`src/rtl/if_byte_fetcher_pkg.sv`:
```
// Shared constants and types for the IF byte fetcher.
//   RstEnable     : active level of the synchronous reset
//   Grant*        : memory-controller grant encodings (if_or_mem_i)
//   InstWidth     : assembled instruction width
//   ByteWidth     : width of one RAM read
//   fetch_state_t : FETCH (issuing byte reads) / HOLD (instruction offered to decode)
package if_byte_fetcher_pkg;
  localparam logic       RstEnable = 1'b1;
  localparam logic [1:0] GrantNone = 2'b00;
  localparam logic [1:0] GrantIF   = 2'b01;
  localparam logic [1:0] GrantMEM  = 2'b10;
  localparam int         InstWidth = 32;
  localparam int         ByteWidth = 8;

  typedef enum logic {
    FETCH = 1'b0,
    HOLD  = 1'b1
  } fetch_state_t;
endpackage

```
`src/rtl/if_byte_fetcher.sv`:
```
// IF-side fetch unit. Assembles one 32-bit little-endian instruction from
// four byte reads through the shared byte-wide memory controller, then offers
// it to decode under a valid/ready handshake. Branch redirects take effect at
// the next edge and drop all in-flight progress.
// Ports:
//   clk, rst            : clock, synchronous active-high reset
//   if_request, if_addr : byte-read request and its address
//   if_or_mem_i         : controller grant this cycle (01 IF, 10 MEM, 00 none)
//   cpu_data_i          : read byte, valid the cycle after a granted read
//   branch_i, branch_target_i : redirect from EX
//   inst_o, pc_o, inst_valid_o, inst_ready_i : decode handshake
module if_byte_fetcher
  import if_byte_fetcher_pkg::*;
#(
  parameter logic [31:0] RESET_PC = 32'h0000_0000
) (
  input  logic                 clk,
  input  logic                 rst,
  output logic                 if_request,
  output logic [31:0]          if_addr,
  input  logic [1:0]           if_or_mem_i,
  input  logic [ByteWidth-1:0] cpu_data_i,
  input  logic                 branch_i,
  input  logic [31:0]          branch_target_i,
  output logic [InstWidth-1:0] inst_o,
  output logic [31:0]          pc_o,
  output logic                 inst_valid_o,
  input  logic                 inst_ready_i
);

  fetch_state_t         r_state, w_state_n;
  logic [31:0]          r_pc, w_pc_n;
  logic [2:0]           r_req_cnt, w_req_cnt_n;   // bytes granted so far, 0..4
  logic                 r_pend_valid, w_pend_valid_n;
  logic [1:0]           r_pend_idx, w_pend_idx_n;
  logic [InstWidth-1:0] r_buf, w_buf_n;
  logic [InstWidth-1:0] r_inst, w_inst_n;
  logic [31:0]          r_pc_o, w_pc_o_n;
  logic                 r_valid, w_valid_n;
  logic                 w_grant;

  assign if_request = (rst != RstEnable) && (r_state == FETCH) && (r_req_cnt != 3'd4);
  assign if_addr    = r_pc + {29'd0, r_req_cnt};
  assign w_grant    = if_request && (if_or_mem_i == GrantIF);

  assign inst_o       = r_inst;
  assign pc_o         = r_pc_o;
  assign inst_valid_o = r_valid;

  always_ff @(posedge clk) begin
    if (rst == RstEnable) begin
      r_state      <= FETCH;
      r_pc         <= RESET_PC;
      r_req_cnt    <= 3'd0;
      r_pend_valid <= 1'b0;
      r_pend_idx   <= 2'd0;
      r_buf        <= '0;
      r_inst       <= '0;
      r_pc_o       <= RESET_PC;
      r_valid      <= 1'b0;
    end else begin
      r_state      <= w_state_n;
      r_pc         <= w_pc_n;
      r_req_cnt    <= w_req_cnt_n;
      r_pend_valid <= w_pend_valid_n;
      r_pend_idx   <= w_pend_idx_n;
      r_buf        <= w_buf_n;
      r_inst       <= w_inst_n;
      r_pc_o       <= w_pc_o_n;
      r_valid      <= w_valid_n;
    end
  end

  always_comb begin
    w_state_n      = r_state;
    w_pc_n         = r_pc;
    w_req_cnt_n    = r_req_cnt;
    w_pend_valid_n = r_pend_valid;
    w_pend_idx_n   = r_pend_idx;
    w_buf_n        = r_buf;
    w_inst_n       = r_inst;
    w_pc_o_n       = r_pc_o;
    w_valid_n      = r_valid;

    if (branch_i) begin
      // Redirect: the byte arriving now and any byte granted now are dropped.
      w_pc_n         = branch_target_i;
      w_state_n      = FETCH;
      w_req_cnt_n    = 3'd0;
      w_pend_valid_n = 1'b0;
      w_valid_n      = 1'b0;
    end else begin
      w_pend_valid_n = w_grant;
      if (w_grant) begin
        w_req_cnt_n  = r_req_cnt + 3'd1;
        w_pend_idx_n = r_req_cnt[1:0];
      end

      // Data belongs to last cycle's granted address, so it is taken even
      // when MEM owns the bus this cycle.
      if (r_pend_valid) begin
        w_buf_n[{r_pend_idx, 3'b000} +: ByteWidth] = cpu_data_i;
        if (r_pend_idx == 2'd3) begin
          w_state_n = HOLD;
          w_valid_n = 1'b1;
          w_inst_n  = {cpu_data_i, r_buf[23:0]};
          w_pc_o_n  = r_pc;
        end
      end

      if ((r_state == HOLD) && r_valid && inst_ready_i) begin
        w_pc_n      = r_pc + 32'd4;
        w_req_cnt_n = 3'd0;
        w_state_n   = FETCH;
        w_valid_n   = 1'b0;
      end
    end
  end

endmodule

```
`config.mk`:
```
export PLATFORM = sky130hd
export DESIGN_NAME = if_byte_fetcher
export DESIGN_NICKNAME = d
export VERILOG_FILES = /design/src/rtl/if_byte_fetcher_pkg.sv /design/src/rtl/if_byte_fetcher.sv
export SDC_FILE = /design/constraint.sdc
export NUM_CORES = 1
export LEC_CHECK = 0
export ABC_AREA = 1
export ABC_CLOCK_PERIOD_IN_PS = 1750
export BUFFER_PORTS_ARGS = -buffer_cell sky130_fd_sc_hd__buf_2
export CELL_PAD_IN_SITES_DETAIL_PLACEMENT = 0
export CELL_PAD_IN_SITES_GLOBAL_PLACEMENT = 1
export CORE_MARGIN = 1
export CORE_UTILIZATION = 30
export CTS_BUF_LIST = sky130_fd_sc_hd__clkbuf_16
export DETAILED_ROUTE_END_ITERATION = 10
export PLACE_DENSITY_LB_ADDON = 0.1
export SKIP_LAST_GASP = 1
export SYNTH_ARGS = -nofsm -noshare
export SYNTH_HDL_FRONTEND = slang
export SYNTH_SLANG_ARGS = --single-unit
```
`constraint.sdc`:
```
create_clock -name clk -period 1.75 [get_ports clk]
set_input_delay 0 -clock clk [delete_from_list [all_inputs] [get_ports clk]]
set_output_delay 0 -clock clk [all_outputs]
set_load 0.02 [all_outputs]
```
==> impl_results.md <==
* Hold depth at 5
* Met3 usage at approximately 4.2%
* RSZ-0062 raised after global routing: true
* Internal Power at 0.00527 W
* Ys Warns at 0
* Gr busiest metal: met2
* Number of clock sinks at 127
* DR vias at between 6000 and 7000
* Logic gate share of total power at 10.3%
* Max-cap violation count at 0
* Startpoint types: flop
* Net Count, Synth at 930
* Sw power at approximately 0.002 W
* Worst-case vdd ir drop at 0.578 mV
* Drt wl/cell at 15.7 um
* Pwr/cell area at 803 nW/um2
* Worst flop-to-flop path endpoint: r_buf[18]
* CTS tree: built
* Routed WL at 21.7 mm
* Initial Util at 31.0%
* Pre-CTS setup slack at -28.7 ps
* Top Family by Delay on Critical Path: adder cells
* Critical Path RT at 1750 ps
* Antenna violations before repair at 1
* Syn avg cell area at 7.02 um2
* Worst-path clk slew at about 60 ps
* Final core utilization at approximately 46%
* Fmax at 0.476 GHz
* Worst path max stage delay at 390 ps
* Root buffer cell: clkbuf_16
* Final Hold Slack at 3.47 ps
* Clock latency on the worst-skew pair at between 400 and 500 ps
* Hold endpoint: r_req_cnt[1]
* Antenna Violating Nets Remaining at 0
* Crit path max fanout at 5
* Synth Cell Area at approximately 6100 um2
* Slew margin rel. at 76.6%
* Die Wd at approximately 140 um
* Ant diodes at 0
* Fin worst setup slack at -353 ps
* CTS Buf Count at 17
* FP Rows at 51
* FF+latch count, synth at 127
* Most common cell after layout, fill and taps aside: nand2_1
* Syn Inst Count at 872
* Crit path DAT at ~2100 ps
* Layout Nets at ~1200
* Failing checks: setup timing
* H-tree depth at 4
* Post-DP HPWL at 16.1 mm
* Residual DRC count at 0
* Switching part of the total at around 28%
* Worst-path cell chain: ha_4 > fa_2 > nand2_2 > a21oi_4 > buf_6 > nand3_1 > xor2_1 > buf_4
* IO buf count at 143
* Met1 Use GR at 25.8%
* CP Buf/Inv Count at 2
* Layout cells sized above 1 at around 31%
* GR Util met2 at 37.1%
* Final setup vio count at 30
* Clk_skew at 10.7 ps
* R2r startpoint: r_pend_idx[0]
* Yosys cell types at 32
* Total Routing Usage GR at 21.4%
* R2r worst-path depth at 6
* Tightest Hold Check Type: input pin to flop
* Hold Crit Start: if_or_mem_i[0]
* Sequential Power Share at between 40% and 50%
* Design area at 9070 um2
* Die height at between 100 and 150 um
* Gr ovfl total at 0
* Die footprint at 21000 um2
* Seq/Total Area, Yosys at 41.5%
* First-pass GRT wire length at 33.3 mm
* Final worst path period share at 120%
* Post-placement cell area at 7530 um2
* Max Root-Sink Buffers at 2
* Core ar. at 19700 um2
* Area grow syn2layout at 48.2%
* Drt first-iter violations at between 300 and 400
* Clock share of power at 48.4%
* Final hold violation count at 0
* Outcome: finished with violations
* I/O Pins at 144
* Critical path class: flop to primary output
* Vias per cell at 4.57
* Flop-to-flop setup slack at 100 ps
* Critical path capture point type: primary output
* Leak at 3.97 nW
* Maximum number of pins on one net before global-route repair at 92
* Fin. max-slew vios at 0
* 1st-pass router iterations at 4
* RD Place Congestion at 0.920
* Final Critical Period at 2100 ps
* Vias in the first global route at 6150
* Worst slew pin tran at roughly 350 ps
* CP max stage cell: fa_2
* Most frequent cells in the layout: nand2_1, buf_2, dfxtp_1
[cells in the mapped netlist (all sizes together)]
cell	instances	area share, %
a31oi	7	0.72
fa	1	0.33
buf	13	1.1
nor3b	1	0.12
o21ai	115	9.4
o211ai	5	0.61
nand4	1	0.10
a21oi	93	7.7
inv	87	5.3
dfxtp	127	42
o32ai	1	0.14
xor2	32	4.6
nand3	51	4.3
clkinv	2	0.12
nand2	165	10
nor3	4	0.49
ha	11	2.2
nor2	129	8.8
clkbuf	24	1.5
a22oi	1	0.12
xnor2	2	0.29
[per-layer routing]
metal	routed length, um	share of wire (%)
met5	10	0.046
met4	520	2.4
met2	10700	49
met1	9680	45
met3	870	4.0
[state kept, by name, summed over array words and instances, names as in the netlist]
name,count
r_buf,24
inst_o,32
r_pend_idx,2
r_pend_valid,1
pc_o,32
inst_valid_o,1
r_req_cnt,3
r_pc,32
[how the worst max path moves through the flow]
stage                            start     endpoint  slack, ps  depth (start not counted)
after floorplan           r_req_cnt[0]  if_addr[26]         20                          8
final                     r_req_cnt[0]  if_addr[24]       -350                          8
after global routing      r_req_cnt[0]  if_addr[12]       -410                          9
after detailed placement       r_pc[0]  if_addr[14]        -30                         10
after CTS                 r_req_cnt[0]  if_addr[14]       -360                          9
after global placement         r_pc[0]  if_addr[30]        -30                         10
[repair_timing]
item | in CTS | in global routing
hold buffers | 42 | 0
resized for setup | 93 | 50
endpoints found under the setup margin | 30 | 45
buffers inserted | 2 | 5
endpoints found under the hold margin | 51 | 0
pin swaps | 15 | 18
[per-stage QoR]
step,power [W],TNS [ps],std cells
after CTS,0.00736,-7810,1381
after floorplan,0.00339,0,872
after detailed placement,0.00368,-106,1306
after global routing,0.00757,-9720,1384
after global placement,0.00369,-35.3,1306
final,0.00729,-7100,1384
[final cells by class]
cell class	instances	area, um2
flip-flops and latches	127	2560
clock inverters	15	150
fillers	2096	10600
inverters	89	334
clock buffers	17	425
multi-input cells	619	3450
well taps	265	332
repair buffers	252	1810
[tightest hold or removal path: cells and delay by family]
kind,cells,cell delay [ps]
AOI/OAI and AO/OA,1,60
buffers and inverters,3,270
and+or+nand+nor,1,60
[power groups by stage]
stage,logic [W],clock network [W],registers [W]
floorplan,0.000334,0,0.00305
global placement,0.000618,0,0.00307
detailed placement,0.000615,0,0.00307
CTS,0.000736,0.00362,0.00300
global route,0.000817,0.00374,0.00302
finish,0.000748,0.00353,0.00301
[cell families (layout without fill, tap and decap cells)]
kind of cell / after synthesis / after routing / synth area share, %
flops: 127 / 127 / 41.5
simple gates: 351 / 351 / 24.3
fa+ha+maj: 12 / 12 / 2.58
xor+xnor: 34 / 34 / 4.87
buf+inv: 126 / 373 / 8.08
compound gates: 222 / 222 / 18.7
Note: power is estimated with default switching activity, not from simulation.
